### src/rtl/div_pkg.sv
// Shared types and constants for the sequential signed divider.
// Build option: DIV_EARLY_EXIT_EN (see seq_divider).
package div_pkg;

  localparam int unsigned DIV_WIDTH = 32;
  localparam int unsigned DIV_ITERS = DIV_WIDTH;
  localparam int unsigned DIV_CNT_W = $clog2(DIV_WIDTH + 1);

  typedef enum logic [2:0] {
    StIdle,
    StRun,
    StFix,
    StDone,
    StZero
  } div_state_e;

endpackage

### src/rtl/div_step.sv
// One combinational restoring-division step: shift {rem,quo} left, trial-subtract divisor.
module div_step #(
  parameter int unsigned WIDTH = 32
) (
  input  logic [WIDTH-1:0] rem,
  input  logic [WIDTH-1:0] quo,
  input  logic [WIDTH:0]   divisor,
  output logic [WIDTH-1:0] rem_next,
  output logic [WIDTH-1:0] quo_next
);

  logic [WIDTH:0] rem_sh;
  logic [WIDTH:0] trial;

  // rem < divisor <= 2^(WIDTH-1), so rem_sh fits and trial's MSB is a true sign bit.
  always_comb begin
    rem_sh   = {rem, quo[WIDTH-1]};
    trial    = rem_sh - divisor;
    quo_next = {quo[WIDTH-2:0], ~trial[WIDTH]};
    rem_next = trial[WIDTH] ? rem_sh[WIDTH-1:0] : trial[WIDTH-1:0];
  end

endmodule

### src/rtl/seq_divider.sv
// Multicycle signed divider (MIPS DIV semantics): quotient on lo, remainder on hi.
// Build option: define DIV_EARLY_EXIT_EN to skip the loop when |a| < |b|.
module seq_divider
  import div_pkg::*;
#(
  parameter int unsigned WIDTH = DIV_ITERS
) (
  input  logic             clk,
  input  logic             reset,
  input  logic             start,
  input  logic [WIDTH-1:0] a,
  input  logic [WIDTH-1:0] b,
  output logic [WIDTH-1:0] hi,
  output logic [WIDTH-1:0] lo,
  output logic             ready,
  output logic             div_zero,
  output logic             busy
);

  localparam int unsigned CntW = $clog2(WIDTH + 1);

  div_state_e state_q, state_d;

  logic [CntW-1:0]  cnt_q;
  logic [WIDTH-1:0] rem_q, quo_q, rem_nx, quo_nx;
  logic [WIDTH:0]   dvs_q;
  logic             neg_quo_q, neg_rem_q;
  logic [WIDTH-1:0] hi_q, lo_q;

  logic [WIDTH:0]   mag_a, mag_b;
  logic             b_zero, early, accept;
  logic             unused_mag_msb;

  // Magnitudes are taken in WIDTH+1 bits so that |0x80000000| survives.
  always_comb begin
    mag_a  = a[WIDTH-1] ? -{a[WIDTH-1], a} : {1'b0, a};
    mag_b  = b[WIDTH-1] ? -{b[WIDTH-1], b} : {1'b0, b};
    b_zero = (b == '0);
    accept = (state_q == StIdle) && start;
`ifdef DIV_EARLY_EXIT_EN
    early  = (mag_a < mag_b);
`else
    early  = 1'b0;
`endif
  end

  assign unused_mag_msb = mag_a[WIDTH];

  div_step #(
    .WIDTH (WIDTH)
  ) u_step (
    .rem      (rem_q),
    .quo      (quo_q),
    .divisor  (dvs_q),
    .rem_next (rem_nx),
    .quo_next (quo_nx)
  );

  always_ff @(posedge clk or negedge reset) begin
    if (!reset) begin
      state_q <= StIdle;
    end else begin
      state_q <= state_d;
    end
  end

  always_comb begin
    state_d = state_q;
    unique case (state_q)
      StIdle: begin
        if (start) begin
          if (b_zero)     state_d = StZero;
          else if (early) state_d = StFix;
          else            state_d = StRun;
        end
      end
      StRun:   if (cnt_q == CntW'(WIDTH - 1)) state_d = StFix;
      StFix:   state_d = StDone;
      StDone:  state_d = StIdle;
      StZero:  state_d = StIdle;
      default: state_d = StIdle;
    endcase
  end

  always_ff @(posedge clk or negedge reset) begin
    if (!reset) begin
      cnt_q     <= '0;
      rem_q     <= '0;
      quo_q     <= '0;
      dvs_q     <= '0;
      neg_quo_q <= 1'b0;
      neg_rem_q <= 1'b0;
      hi_q      <= '0;
      lo_q      <= '0;
    end else begin
      if (accept && !b_zero) begin
        cnt_q     <= '0;
        rem_q     <= early ? mag_a[WIDTH-1:0] : '0;
        quo_q     <= early ? '0 : mag_a[WIDTH-1:0];
        dvs_q     <= mag_b;
        neg_quo_q <= a[WIDTH-1] ^ b[WIDTH-1];
        neg_rem_q <= a[WIDTH-1];
      end else if (state_q == StRun) begin
        cnt_q <= cnt_q + 1'b1;
        rem_q <= rem_nx;
        quo_q <= quo_nx;
      end else if (state_q == StFix) begin
        lo_q <= neg_quo_q ? -quo_q : quo_q;
        hi_q <= neg_rem_q ? -rem_q : rem_q;
      end
    end
  end

  always_comb begin
    hi       = hi_q;
    lo       = lo_q;
    ready    = (state_q == StDone) || (state_q == StZero);
    div_zero = (state_q == StZero);
    busy     = (state_q != StIdle);
  end

endmodule

### config.mk
export PLATFORM = sky130hd
export DESIGN_NAME = seq_divider
export DESIGN_NICKNAME = d
export VERILOG_FILES = /design/src/rtl/div_pkg.sv /design/src/rtl/div_step.sv /design/src/rtl/seq_divider.sv
export SDC_FILE = /design/constraint.sdc
export NUM_CORES = 1
export LEC_CHECK = 0
export ABC_AREA = 1
export CAP_MARGIN = 10
export CORE_UTILIZATION = 51
export CTS_BUF_LIST = sky130_fd_sc_hd__clkbuf_8 sky130_fd_sc_hd__clkbuf_16
export DETAILED_ROUTE_END_ITERATION = 10
export PLACE_DENSITY = 0.69
export SLEW_MARGIN = 30
export SYNTH_ARGS = -nofsm -noshare
export SYNTH_HDL_FRONTEND = slang
export SYNTH_SLANG_ARGS = --single-unit
### constraint.sdc
create_clock -name clk -period 3 [get_ports clk]
set_input_delay 0.6 -clock clk [delete_from_list [all_inputs] [get_ports clk]]
set_output_delay 0.6 -clock clk [all_outputs]
set_load 0.02 [all_outputs]
==> results of run 1 <==
## cells in the mapped netlist
cell,n
a22oi_1,1
a21oi_2,3
inv_2,2
buf_6,5
a31oi_1,6
o221ai_1,15
o31ai_1,6
a21oi_1,38
buf_2,14
o21ai_1,3
buf_1,5
and2_1,3
o21ai_0,96
a22o_1,1
o211ai_1,19
clkinv_2,1
nand2_1,692
inv_1,301
nand4_1,25
or2_2,6
fa_1,1
nand3b_1,18
clkbuf_1,32
buf_4,7
nor2_2,4
dfrtp_1,172
nor4_1,6
nand2_2,11
nor3_2,2
xor2_1,65
and3_1,2
a21o_1,3
nand3_2,2
o21bai_1,6
ha_1,37
or2_0,1
nand3_1,227
nand2_4,5
nor2_1,164
nor3_1,22
xnor2_1,15
o21ai_2,2
## per-layer routing
| metal | vias to the layer above | global-route usage | share of wire | wire length [um] |
|---|---|---|---|---|
| met3 | 68 | 0.0446 | 0.061 | 2520 |
| met1 | 6109 | 0.467 | 0.48 | 19700 |
| li1 | 6709 | - | - | - |
| met5 | - | 0 | 0 | 0 |
| met2 | 485 | 0.477 | 0.43 | 17700 |
| met4 | 0 | 0.115 | 0.032 | 1320 |
## final cells by class
class,count,share of cell area
flip-flops and latches,172,0.279
well taps,330,0.0267
clock inverters,14,0.0101
repair buffers,158,0.103
clock buffers,17,0.0276
multi-input cells,1507,0.480
inverters,304,0.0740
## where the power goes
| part | leakage (nW) | internal [mW] | switching [mW] |
|---|---|---|---|
| registers | 2.14 | 3.43 | 1.15 |
| clock network | 0.281 | 1.11 | 1.09 |
| logic | 5.64 | 4.53 | 8.46 |
## flip-flops by register name, indices dropped and copies added, names as in the netlist
signal     flops
dvs_q         33
hi            32
lo            32
quo_q         32
rem_q         32
cnt_q          6
state_q        3
neg_quo_q      1
neg_rem_q      1
## worst paths after layout
path	cells past startpoint	slack [ps]	endpoint	from
worst max register to register	13	370	rem_q[2]$_DFFE_PN0P_	rem_q[22]$_DFFE_PN0P_
worst max-delay path	13	370	rem_q[2]$_DFFE_PN0P_	rem_q[22]$_DFFE_PN0P_
worst min-delay path	1	150	rem_q[1]$_DFFE_PN0P_	reset
max in group asynchronous	2	2080	quo_q[11]$_DFFE_PN0P_	reset
min in group clk	2	480	lo[15]$_DFFE_PN0P_	lo[15]$_DFFE_PN0P_
worst min register to register	2	480	lo[15]$_DFFE_PN0P_	lo[15]$_DFFE_PN0P_
## kinds of logic (layout without fill, tap and decap cells)
| group | Yosys count | count (layout) | share of synthesized area |
|---|---|---|---|
| AND/OR/NAND/NOR | 1190 | 1190 | 0.384 |
| buffers and inverters | 367 | 493 | 0.111 |
| AO/OA/AOI/OAI | 199 | 199 | 0.0888 |
| flip-flops | 172 | 172 | 0.327 |
| XOR/XNOR | 80 | 80 | 0.0532 |
| adder cells (fa/ha/maj) | 38 | 38 | 0.0367 |
==> results.tsv, run 1 <==
metric	value	unit
post-route-util	0.611	
ys_ff_latch	172	
grt_pass1_vias	12200	
layout_commonest_cell	nand2_1	
synth-seq-area-share	0.327	
hold_class	in -> async	
start_util	0.522	
total_power	19.8	mW
tns	0	ps
worstPathArrival	2960	ps
seqCellArea	4300	um^2
netlist_instances	2046	
route.vias.total	13400	
grt_setup_unrepaired	false	
fill_cells	2495	
wire_per_inst	16.5	um
maxCapViolCount	0	
drv_slew	0	
multiInputGateArea	7420	um^2
cts-root-buf	clkbuf_16	
syn-cell-area	13200	um^2
grt_pass1_wl	65300	um
cp_top_family	simple AND/OR/NAND/NOR gates	
synth_area_leader_cell	dfrtp_1	
clock_path_buffers	2	
fp.dieW	163	um
cts_setup_buffers	0	
syn2layout_area_growth	17.2	%
syn-num-nets	2151	
finalHoldViolCount	0	
synth.avg_cell_area	6.44	um^2
maxSlewHeadroom	0.453	
antenna_found_initial	0	
antenna_cells	0	
drc_errors	0	
p_per_area	1280	nW/um^2
num_rows	58	
crit_path_max_incr_delay	490	ps
post_dp_cell_area	14900	um^2
dpl.hpwl	32800	um
finalCritPeriodShare	0.877	
leakage	8.06	nW
peakVddDrop	0.790	mV
track_usage	0.319	
final_cells	2502	
status	completed	
final_cell_mix	nand2_1 (692), inv_1 (300), nand3_1 (227), dfrtp_1 (172), nor2_1 (164)	
slowest_stage	dfrtp_1	
worstMarginPinSlew	819	ps
cts_resized	0	
grt_overflow	0	
synth.top_cell.area_share	0.327	
cp-end-kind	flop	
globalplace.congestion	0.941	
drt-pass1-iter-count	5	
start_kind	flop	
placedCellCount	2471	
yosysWarningCount	0	
cts_buffers	17	
core	25300	um^2
h-tree-depth	4	
required	3330	ps
cts_tree	yes	
num_io_pins	134	
drt-total-wl	41200	um
ant_nets	0	
final_area	15400	um^2
synth.distinct_cells	42	
crit_top_cell	nand2_1	
holdWs	147	ps
cts_hold_buf	0	
final_nets	2265	
setup_viol	0	
crit_buf_inv	2	
crit_fanout	17	
cts.sinks	172	
setup_slack	369	ps
clock_latency	440	ps
drive_gt1_frac	0.0451	
grt_max_degree	93	
synthTopCellsByArea	dfrtp_1 (33%), nand2_1 (20%), nand3_1 (8.6%)	
drt_iter0_drc	1256	
skew	14.4	ps
period_needed	2630	ps
dp_slack	74.4	ps
port_buffers	133	
die_h	163	um
crit_chain	ha_1 -> nand2_2 -> inv_1 -> nand2_1 -> nand2_1 -> inv_1 -> nand2_1 -> a21oi_2 -> nand3_2 -> nand2_4 -> nand2_1 -> nand3_1 -> nand2_1	
vias_per_cell	5.34	
fmax	380	MHz
worstSetupPathType	reg -> reg	
clkTransAtPathRegs	70	ps
die_area	26500	um^2
(Power assumes the default switching activity.)
==> run 2, diff against run 1 <==
--- a/config.mk
+++ b/config.mk
@@ -10,8 +10,10 @@
 export CORE_UTILIZATION = 51
 export CTS_BUF_LIST = sky130_fd_sc_hd__clkbuf_8 sky130_fd_sc_hd__clkbuf_16
 export DETAILED_ROUTE_END_ITERATION = 10
-export PLACE_DENSITY = 0.69
+export PLACE_DENSITY = 0.68
+export SKIP_CTS_REPAIR_TIMING = 1
 export SLEW_MARGIN = 30
 export SYNTH_ARGS = -nofsm -noshare
 export SYNTH_HDL_FRONTEND = slang
+export SYNTH_HIERARCHICAL = 1
 export SYNTH_SLANG_ARGS = --single-unit
==> results.tsv, run 2 <==
metric	value	unit
worstPathArrival	2950	ps
slowest_stage	fa_1	
cts-root-buf	clkbuf_16	
antenna_found_initial	0	
globalplace.congestion	0.942	
drt-total-wl	42300	um
die_h	168	um
ys_ff_latch	172	
start_util	0.520	
fmax	385	MHz
syn-cell-area	14000	um^2
dpl.hpwl	33500	um
synthArstFlopShare	1.00	
synth-edff-count	0	
synth.avg_cell_area	6.21	um^2
wire_per_inst	15.7	um
crit_fanout	32	
cp_top_family	simple AND/OR/NAND/NOR gates	
drc_errors	0	
grt_pass1_vias	13100	
final_cell_mix	nand2_1 (927), inv_1 (295), nand3_1 (183), nor2_1 (182), dfrtp_1 (172)	
clkTransAtPathRegs	70	ps
r2r-start	quo_q[31]$_DFFE_PN0P_	
num_rows	60	
syn2layout_area_growth	14.7	%
num_io_pins	134	
cp-endpoint	rem_q[9]$_DFFE_PN0P_	
largest_register	dvs_q	
leakage	8.62	nW
finalCritPeriodShare	0.866	
route.vias.total	14100	
fp.dieW	168	um
synth_area_leader_cell	dfrtp_1	
crit_top_cell	nand2_1	
holdWs	179	ps
status	completed	
synth_common_cells	nand2_1 (928), inv_1 (295), nand3_1 (183), nor2_1 (182), dfrtp_1 (172)	
h-tree-depth	4	
cts_tree	yes	
hold_class	in -> async	
synthTopCellsByArea	dfrtp_1 (31%), nand2_1 (25%), inv_1 (7.9%)	
crit_buf_inv	2	
largest_reg_flops	33	
tns	0	ps
cp-startpoint	quo_q[31]$_DFFE_PN0P_	
finalHoldViolCount	0	
syn-num-nets	2362	
skew	17.5	ps
vias_per_cell	5.24	
ant_nets	0	
worstSetupPathType	reg -> reg	
maxSlewHeadroom	0.449	
worstMarginPinSlew	819	ps
peakVddDrop	0.603	mV
grt_max_degree	66	
die_area	28200	um^2
setup_viol	0	
required	3360	ps
multiInputGateArea	8010	um^2
seqCellArea	4300	um^2
grt_pass1_wl	68600	um
crit_chain	inv_1 -> ha_1 -> fa_1 -> inv_1 -> nand2_1 -> nand2_1 -> nand3_1 -> nand2_2 -> nand2_1 -> nand2_2 -> nand2_2 -> nand2_2 -> nand2_2 -> nand2_4 -> nand2_1 -> nand2_1 -> nand2_1 -> o21ai_2	
clock_path_buffers	2	
p_per_area	1170	nW/um^2
grt_setup_unrepaired	false	
fill_cells	2749	
core	27000	um^2
antenna_cells	0	
track_usage	0.309	
clock_latency	440	ps
r2r_cells	18	
port_buffers	133	
drive_gt1_frac	0.0573	
netlist_instances	2257	
final_nets	2447	
yosysMostFrequentCell	nand2_1	
drt_iter0_drc	1166	
grt_overflow	0	
crit_path_max_incr_delay	420	ps
cts_buffers	17	
drv_slew	0	
synth.top_cell.area_share	0.307	
period_needed	2600	ps
r2r-end	rem_q[9]$_DFFE_PN0P_	
layout_commonest_cell	nand2_1	
cp.depth	18	
drt-pass1-iter-count	6	
cts.sinks	172	
cp-end-kind	flop	
yosysWarningCount	6	
post-route-util	0.597	
synth.distinct_cells	43	
maxCapViolCount	0	
synth-seq-area-share	0.307	
start_kind	flop	
synth-main-ff-cell	dfrtp_1	
reg2reg_slack	400	ps
run 2: final cells by class:
type	count	share of cell area
Multi-Input combinational cell	1693	0.498
Sequential cell	172	0.268
Timing Repair Buffer	159	0.100
Inverter	299	0.0698
Tap cell	341	0.0265
Clock buffer	17	0.0264
Clock inverter	15	0.0112
run 2: metrics by stage:
step / power (mW) / worst slack, ps / cells / cell area (um^2)
final: 18.9 / 401 / 2696 / 16100
after floorplan: 13.1 / 776 / 2257 / 14000
after global placement: 16.3 / 383 / 2664 / 15500
after CTS: 18.8 / 420 / 2696 / 16100
after detailed placement: 16.4 / 324 / 2664 / 15500
after global routing: 20.7 / 202 / 2696 / 16100
run 2: how the worst min path moves through the flow:
stage | startpoint | slack, ps | end | cells past startpoint
floorplan | reset | 300 | cnt_q[0]$_DFFE_PN0P_ | 0
global placement | hi[26]$_DFFE_PN0P_ | 460 | hi[26]$_DFFE_PN0P_ | 2
detailed placement | hi[29]$_DFFE_PN0P_ | 470 | hi[29]$_DFFE_PN0P_ | 2
CTS | reset | 200 | rem_q[29]$_DFFE_PN0P_ | 1
global route | reset | 210 | dvs_q[32]$_DFFE_PN0P_ | 1
finish | reset | 180 | dvs_q[32]$_DFFE_PN0P_ | 1
run 2: layer usage:
metal,global-route usage,part of all wire
met1,0.465,0.49
met3,0.0381,0.071
met5,0,0
met4,0.0702,0.015
met2,0.471,0.43
run 2: report_power, final:
| group | switching [mW] | leakage (nW) | internal (mW) | total, mW |
|---|---|---|---|---|
| combinational | 7.86 | 6.16 | 4.31 | 12.2 |
| clock | 1.06 | 0.285 | 1.26 | 2.32 |
| sequential | 1.04 | 2.17 | 3.36 | 4.41 |
run 2: logic make-up (layout without fill, tap and decap cells):
logic type,after synthesis,count (layout),share of synthesized area
AND/OR/NAND/NOR,1398,1398,0.412
buffers and inverters,392,490,0.122
AO/OA/AOI/OAI,182,182,0.0776
flip-flops,172,172,0.307
XOR/XNOR,75,75,0.0468
adder cells (fa/ha/maj),38,38,0.0344
